[src/rtl/ipsl_pcie_cfg_apb_seq.sv]
// APB initiator: one PCIe config command -> ID/NUM/DATA/CTRL writes, completion poll, data fetch, W1C clear, one response.
// Latency: accept at T, rsp_valid at T+1+2*N transfers with zero-wait slave; each extra poll +2, each ACCESS wait +1.
// Backpressure: cmd_ready only in IDLE; APB ACCESS held until p_rdy. Option macro: IPSL_PCIE_CFG_SEQ_TIMEOUT_EN (poll limit).
module ipsl_pcie_cfg_apb_seq #(
    parameter int unsigned POLL_MAX = 1023
) (
    input  logic        pclk_div2,
    input  logic        apb_rst_n,
    input  logic        cmd_valid,
    output logic        cmd_ready,
    input  logic        cmd_wr,
    input  logic        cmd_type,
    input  logic [3:0]  cmd_fbe,
    input  logic [7:0]  cmd_tag,
    input  logic [15:0] cmd_req_id,
    input  logic [15:0] cmd_des_id,
    input  logic [9:0]  cmd_reg_num,
    input  logic [31:0] cmd_wdata,
    output logic        rsp_valid,
    output logic [2:0]  rsp_status,
    output logic [31:0] rsp_rdata,
    output logic        rsp_timeout,
    output logic        p_sel,
    output logic        p_ce,
    output logic        p_we,
    output logic [7:0]  p_addr,
    output logic [31:0] p_wdata,
    output logic [3:0]  p_strb,
    input  logic        p_rdy,
    input  logic [31:0] p_rdata
);

    typedef enum logic [3:0] {
        S_IDLE, S_WR_ID, S_WR_NUM, S_WR_DATA, S_WR_CTRL, S_POLL, S_RD_DATA, S_CLR, S_RESP
    } state_t;

    typedef struct packed {
        logic        wr;
        logic        typ;
        logic [3:0]  fbe;
        logic [7:0]  tag;
        logic [15:0] req_id;
        logic [15:0] des_id;
        logic [9:0]  reg_num;
        logic [31:0] wdata;
    } cmd_t;

    typedef struct packed {
        logic        we;
        logic [7:0]  addr;
        logic [31:0] wdata;
        logic [3:0]  strb;
    } apb_req_t;

    // A zero poll limit would never let a poll complete under the timeout option.
    if (POLL_MAX == 0) begin : g_poll_max_chk
        $error("POLL_MAX must be at least 1");
    end

    // Register image for each step of the sequence; reads carry no data or strobes.
    function automatic apb_req_t req_of(input state_t s, input cmd_t c);
        apb_req_t r;
        r = '0;
        case (s)
            S_WR_ID:   r = '{we: 1'b1, addr: 8'h04, wdata: {c.des_id, c.req_id}, strb: 4'hF};
            S_WR_NUM:  r = '{we: 1'b1, addr: 8'h08, wdata: {7'd0, 1'b1, 14'd0, c.reg_num}, strb: 4'hF};
            S_WR_DATA: r = '{we: 1'b1, addr: 8'h0C, wdata: c.wdata, strb: 4'hF};
            S_WR_CTRL: r = '{we: 1'b1, addr: 8'h00,
                             wdata: {7'd0, 1'b1, 8'd0, c.tag, 2'b00, c.fbe, c.typ, c.wr}, strb: 4'hF};
            S_POLL:    r = '{we: 1'b0, addr: 8'h00, wdata: 32'd0, strb: 4'h0};
            S_RD_DATA: r = '{we: 1'b0, addr: 8'h10, wdata: 32'd0, strb: 4'h0};
            S_CLR:     r = '{we: 1'b1, addr: 8'h00, wdata: 32'h000F_0000, strb: 4'b1100};
            default:   r = '0;
        endcase
        return r;
    endfunction

    state_t   state_q, state_d;
    cmd_t     cmd_q, cmd_d;
    apb_req_t req_q, req_d;
    logic     p_sel_q, p_sel_d, p_ce_q, p_ce_d;
    logic     cmd_ready_q, cmd_ready_d;
    logic     rsp_valid_q, rsp_valid_d;
    logic [2:0]  sts_q, sts_d, rsp_status_q, rsp_status_d;
    logic [31:0] rd_q, rd_d, rsp_rdata_q, rsp_rdata_d;
    logic     load;
`ifdef IPSL_PCIE_CFG_SEQ_TIMEOUT_EN
    localparam int unsigned PCW = $clog2(POLL_MAX + 1);
    logic [PCW-1:0] poll_cnt_q, poll_cnt_d;
    logic     to_q, to_d, rsp_timeout_q, rsp_timeout_d;
`endif

    // Next-state: sequence stepping, APB phase control, result capture and response load.
    always_comb begin
        state_d      = state_q;
        cmd_d        = cmd_q;
        req_d        = req_q;
        p_sel_d      = p_sel_q;
        p_ce_d       = p_ce_q;
        sts_d        = sts_q;
        rd_d         = rd_q;
        rsp_valid_d  = 1'b0;
        rsp_status_d = rsp_status_q;
        rsp_rdata_d  = rsp_rdata_q;
        load         = 1'b0;
`ifdef IPSL_PCIE_CFG_SEQ_TIMEOUT_EN
        poll_cnt_d    = poll_cnt_q;
        to_d          = to_q;
        rsp_timeout_d = rsp_timeout_q;
`endif
        case (state_q)
            S_IDLE: begin
                if (cmd_valid) begin
                    cmd_d.wr      = cmd_wr;
                    cmd_d.typ     = cmd_type;
                    cmd_d.fbe     = cmd_fbe;
                    cmd_d.tag     = cmd_tag;
                    cmd_d.req_id  = cmd_req_id;
                    cmd_d.des_id  = cmd_des_id;
                    cmd_d.reg_num = cmd_reg_num;
                    cmd_d.wdata   = cmd_wdata;
                    sts_d         = 3'd0;
                    rd_d          = 32'd0;
`ifdef IPSL_PCIE_CFG_SEQ_TIMEOUT_EN
                    poll_cnt_d    = '0;
                    to_d          = 1'b0;
`endif
                    state_d       = S_WR_ID;
                    load          = 1'b1;
                end
            end
            S_RESP: state_d = S_IDLE;
            default: begin
                if (!p_ce_q) begin
                    p_ce_d = 1'b1;
                end else if (p_rdy) begin
                    load = 1'b1;
                    case (state_q)
                        S_WR_ID:   state_d = S_WR_NUM;
                        S_WR_NUM:  state_d = cmd_q.wr ? S_WR_DATA : S_WR_CTRL;
                        S_WR_DATA: state_d = S_WR_CTRL;
                        S_WR_CTRL: state_d = S_POLL;
                        S_POLL: begin
                            if (p_rdata[16]) begin
                                sts_d   = p_rdata[19:17];
                                state_d = cmd_q.wr ? S_CLR : S_RD_DATA;
                            end else begin
                                state_d = S_POLL;
`ifdef IPSL_PCIE_CFG_SEQ_TIMEOUT_EN
                                if (poll_cnt_q == PCW'(POLL_MAX - 1)) begin
                                    to_d    = 1'b1;
                                    sts_d   = 3'd0;
                                    rd_d    = 32'd0;
                                    state_d = S_CLR;
                                end else begin
                                    poll_cnt_d = poll_cnt_q + 1'b1;
                                end
`endif
                            end
                        end
                        S_RD_DATA: begin
                            rd_d    = p_rdata;
                            state_d = S_CLR;
                        end
                        default:   state_d = S_RESP;
                    endcase
                end
            end
        endcase
        if (load) begin
            if (state_d == S_RESP) begin
                p_sel_d      = 1'b0;
                p_ce_d       = 1'b0;
                rsp_valid_d  = 1'b1;
                rsp_status_d = sts_q;
                rsp_rdata_d  = rd_q;
`ifdef IPSL_PCIE_CFG_SEQ_TIMEOUT_EN
                rsp_timeout_d = to_q;
`endif
            end else begin
                p_sel_d = 1'b1;
                p_ce_d  = 1'b0;
                req_d   = req_of(state_d, cmd_d);
            end
        end
        cmd_ready_d = (state_d == S_IDLE);
    end

    // State and registered outputs; reset aborts any transfer immediately.
    always_ff @(posedge pclk_div2 or negedge apb_rst_n) begin
        if (!apb_rst_n) begin
            state_q      <= S_IDLE;
            cmd_q        <= '0;
            req_q        <= '0;
            p_sel_q      <= 1'b0;
            p_ce_q       <= 1'b0;
            cmd_ready_q  <= 1'b1;
            rsp_valid_q  <= 1'b0;
            sts_q        <= 3'd0;
            rd_q         <= 32'd0;
            rsp_status_q <= 3'd0;
            rsp_rdata_q  <= 32'd0;
`ifdef IPSL_PCIE_CFG_SEQ_TIMEOUT_EN
            poll_cnt_q    <= '0;
            to_q          <= 1'b0;
            rsp_timeout_q <= 1'b0;
`endif
        end else begin
            state_q      <= state_d;
            cmd_q        <= cmd_d;
            req_q        <= req_d;
            p_sel_q      <= p_sel_d;
            p_ce_q       <= p_ce_d;
            cmd_ready_q  <= cmd_ready_d;
            rsp_valid_q  <= rsp_valid_d;
            sts_q        <= sts_d;
            rd_q         <= rd_d;
            rsp_status_q <= rsp_status_d;
            rsp_rdata_q  <= rsp_rdata_d;
`ifdef IPSL_PCIE_CFG_SEQ_TIMEOUT_EN
            poll_cnt_q    <= poll_cnt_d;
            to_q          <= to_d;
            rsp_timeout_q <= rsp_timeout_d;
`endif
        end
    end

    assign cmd_ready  = cmd_ready_q;
    assign rsp_valid  = rsp_valid_q;
    assign rsp_status = rsp_status_q;
    assign rsp_rdata  = rsp_rdata_q;
`ifdef IPSL_PCIE_CFG_SEQ_TIMEOUT_EN
    assign rsp_timeout = rsp_timeout_q;
`else
    assign rsp_timeout = 1'b0;
`endif
    assign p_sel   = p_sel_q;
    assign p_ce    = p_ce_q;
    assign p_we    = req_q.we;
    assign p_addr  = req_q.addr;
    assign p_wdata = req_q.wdata;
    assign p_strb  = req_q.strb;

endmodule

[config.mk]
export PLATFORM = sky130hd
export DESIGN_NAME = ipsl_pcie_cfg_apb_seq
export DESIGN_NICKNAME = d
export VERILOG_FILES = /design/src/rtl/ipsl_pcie_cfg_apb_seq.sv
export SDC_FILE = /design/constraint.sdc
export NUM_CORES = 1
export LEC_CHECK = 0
export BUFFER_PORTS_ARGS = -buffer_cell sky130_fd_sc_hd__buf_4
export CELL_PAD_IN_SITES_DETAIL_PLACEMENT = 1
export CELL_PAD_IN_SITES_GLOBAL_PLACEMENT = 1
export CORE_MARGIN = 2
export CORE_UTILIZATION = 42
export CTS_BUF_LIST = sky130_fd_sc_hd__clkbuf_16
export CTS_CLUSTER_SIZE = 16
export DETAILED_ROUTE_END_ITERATION = 10
export PLACE_DENSITY = 0.82
export SLEW_MARGIN = 20
export SYNTH_ARGS = -nofsm -noshare
export SYNTH_HDL_FRONTEND = slang
export SYNTH_SLANG_ARGS = --single-unit
export TNS_END_PERCENT = 1
[constraint.sdc]
create_clock -name pclk_div2 -period 3.2 [get_ports pclk_div2]
set_input_delay 0.64 -clock pclk_div2 [delete_from_list [all_inputs] [get_ports pclk_div2]]
set_output_delay 0.64 -clock pclk_div2 [all_outputs]
set_load 0.03 [all_outputs]
==> summary.md <==
| Metric | Value |
|---|---|
| Status | finished, final reports clean |
| Crit Path Max Fanout | between 50 and 60 |
| Synthesized area | 8680 µm² |
| Post-synth EDFFs | 0 |
| Final setup fails | 0 |
| Wire per inst | approximately 20 µm |
| Layout area overhead | 29.0% |
| Initial Utilization | roughly 43% |
| # fillers | 2210 |
| Fin cells | roughly 1.3k |
| # H-tree levels | 1 |
| Mapped Cells | 776 |
| Num ports | ~210 |
| Number of buffers created by CTS | 22 |
| Pre-Repair DR Iteration Count | 4 |
| Area leader, netlist | dfrtp_1 |
| Die width | approximately 150 µm |
| Area contributors post-synth | dfrtp_1, mux2_2, nand2_1 |
| Number of global-route vias before repair | around 7k |
| Sequential share of the synthesized area | 58.5% |
| Ys Warns | 0 |
| Worst reg-to-reg path cell count | 7 |
| Global-route wire length before repair | approximately 40 mm |
| Via count | 6564 |
| Worst Setup SP | state_q[3] |
| Die Height | around 150 µm |
| Share of the synthesized area in the top cell type | between 50% and 60% |
| Worst setup path endpoint | p_wdata[3] |
| Pre-CTS setup slack | 0.361 ns |
| Final TNS setup | 0 ns |
| Fin. max-slew vios | 0 |
| Inst Count DP | between 1k and 1.5k |
| Syn avg cell area | about 11 µm² |
| R2r endpoint | p_wdata[3] |
| CP Data Required Time | between 3 and 4 ns |
| Peak supply drop | 0.000450 V |
| Clock sink count | approximately 200 |
| Hold crit path type | primary input to async pin |
| Slew @ Worst Pin | ~0.73 ns |
| Yosys cell types | 47 |
| Fraction of layout cells with a size suffix above 1 | 37.7% |
| Final cycle utilization of the critical path | 85.9% |
| Ys flop type | dfrtp_1 |
| CTS tree | built |
| Crit path launch type | register |
| Largest net degree at the start of global routing | a little under 90 |
| Post-CTS setup buffers | 0 |
| Port buffer count | about 200 |
| Vias/cell | 5.22 |
| Multi-input logic area | between 3000 and 4000 µm² |
| P per Cell Area | ~1100 nW/µm² |
| Flop2flop setup slack | 0.45 ns |
| Residual DRC | 0 |
| Final Hold Fails | 0 |
| Setup ws final | roughly 0.45 ns |
| Max-cap violations | 0 |
| Synth async-reset ratio | 100% |
| Core area | between 20000 and 25000 µm² |
| Fin crit period | 2.75 ns |
| Initial antenna violation count | 0 |
| Rows | 52 |
| Final antenna-violating net count | 0 |
| Clk Latency, worst-skew pair | 0.50 ns |
| Initial DRC Count | ~240 |
| Dpl hpwl | about 17 mm |
| Crit. End Element | register |
| Routed wire length | 24.7 mm |
| Arr. time, crit path | roughly 3.1 ns |
| Hold_buf cts | 0 |
| Diode count | 0 |
| Final nets | approximately 1.1k |
| Setup CP Type | register to register |
| Clock skew | between 0.01 and 0.015 ns |
| Number of instances resized during post-cts repair | 0 |
| Slew HR | 51.4% |
| Final core utilization | around 55% |
| Final weighted congestion in routability-driven placement | 0.808 |
| RSZ-0062 raised after global routing | false |
| Storage cell area | about 5000 µm² |
| Worst-path clk slew | roughly 0.06 ns |
| Remaining Overflow, GRT | 0 |
| DIE AREA | 21800 µm² |
| GRT Resource Usage Total | 22.9% |
| P_leak | 5.63 nW |
| Post-synthesis register bit count | 203 |
| RR Startpoint | state_q[3] |
| Achievable Freq | between 300 and 400 MHz |
| CTS Buffer Depth | 3 |
| Root buf cell | clkbuf_16 |
## where the power goes
group          leakage, nW  internal (mW)  switching, mW
registers             2.57           3.68          0.504
clock network        0.365           1.46           1.02
logic                 2.69           2.16           3.47
## synthesized netlist by cell type (10+ instances only)
library cell	instances
nand2_1	211
dfrtp_1	202
mux2_2	86
o21ai_0	48
nor2_1	34
clkbuf_1	21
buf_2	20
mux2i_1	17
a22o_1	14
a21oi_1	11
buf_4	11
o41ai_2	11
o2bb2ai_1	10
## layout by cell type (no fill, tap or decap), drive strengths merged, types with 2 or more instances in the layout
cell type and n:
and2 11, nor3 3, nor2 34, mux2i 17, clkbuf 24, a221o 8, inv 8, nand2 212
o211ai 2, a31oi 2, clkinv 10, conb 6, buf 225, nand2b 2, nand3 9, dfrtp 202
a22o 14, bufinv 2, nand4 7, and3 4, o2bb2ai 10, mux2 86, a21oi 11, o21ai 49
nor2b 4, o41ai 11, xnor2 2
## sequential cells by signal, summed over array words and instances (netlist names)
signal / count
p_sel: 1
rsp_rdata: 32
rsp_valid: 1
rd_q: 32
rsp_status: 3
state_q: 4
cmd_q: 88
p_addr: 3
sts_q: 3
p_strb: 2
cmd_ready: 1
p_ce: 1
p_wdata: 32
## critical path, stage by stage, from the launching register on
cell and delay, ns:
dfrtp_1 0.39, nor4_2 0.47, and2_4 0.46, buf_12 0.22, nor2_1 0.12, a31o_4 0.41
and2_1 0.26, a221o_1 0.26
## layer usage
metal / track usage [%] / part of all wire, % / up-vias
met5: 0 / 0 / -
met4: 7.50 / 2.9 / 0
met3: 4.10 / 5.2 / 44
met2: 39.1 / 50 / 183
met1: 29.7 / 42 / 3309
li1: - / - / 3028
## per-stage QoR
stage	hold WS, ns	instance area [µm²]	power (mW)
global route	0.266	11200	13.1
CTS	0.233	11200	12.4
floorplan	0.344	8700	7.94
finish	0.225	11200	12.3
global placement	0.456	10500	9.55
detailed placement	0.462	10500	9.82
## worst min-delay path by stage
stage                   start        end  slack (ns)  cells past startpoint
finish              apb_rst_n  cmd_q[60]        0.23                      1
global route        apb_rst_n  cmd_q[53]        0.27                      1
CTS                 apb_rst_n  cmd_q[28]        0.23                      1
detailed placement  cmd_q[27]  cmd_q[27]        0.46                      2
global placement    cmd_q[31]  cmd_q[31]        0.46                      2
floorplan           apb_rst_n   cmd_q[0]        0.34                      0
## cell type report
class / count / area share (%)
Clock inverter: 17 / 1.15
Clock buffer: 23 / 5.14
Inverter: 4 / 0.134
Multi-Input combinational cell: 515 / 29.4
Timing Repair Buffer: 226 / 15.8
Tap cell: 270 / 3.02
Sequential cell: 203 / 45.4
## cell families after synthesis
kind of cell / share of synthesized area (%)
muxes: 13.1
and+or+nand+nor: 13.9
other: 0.0432
buffers and inverters: 3.83
AOI/OAI and AO/OA: 10.4
DFF: 58.5
xor gates and xnor gates: 0.202
No activity file was read; power rests on OpenSTA's default activity.
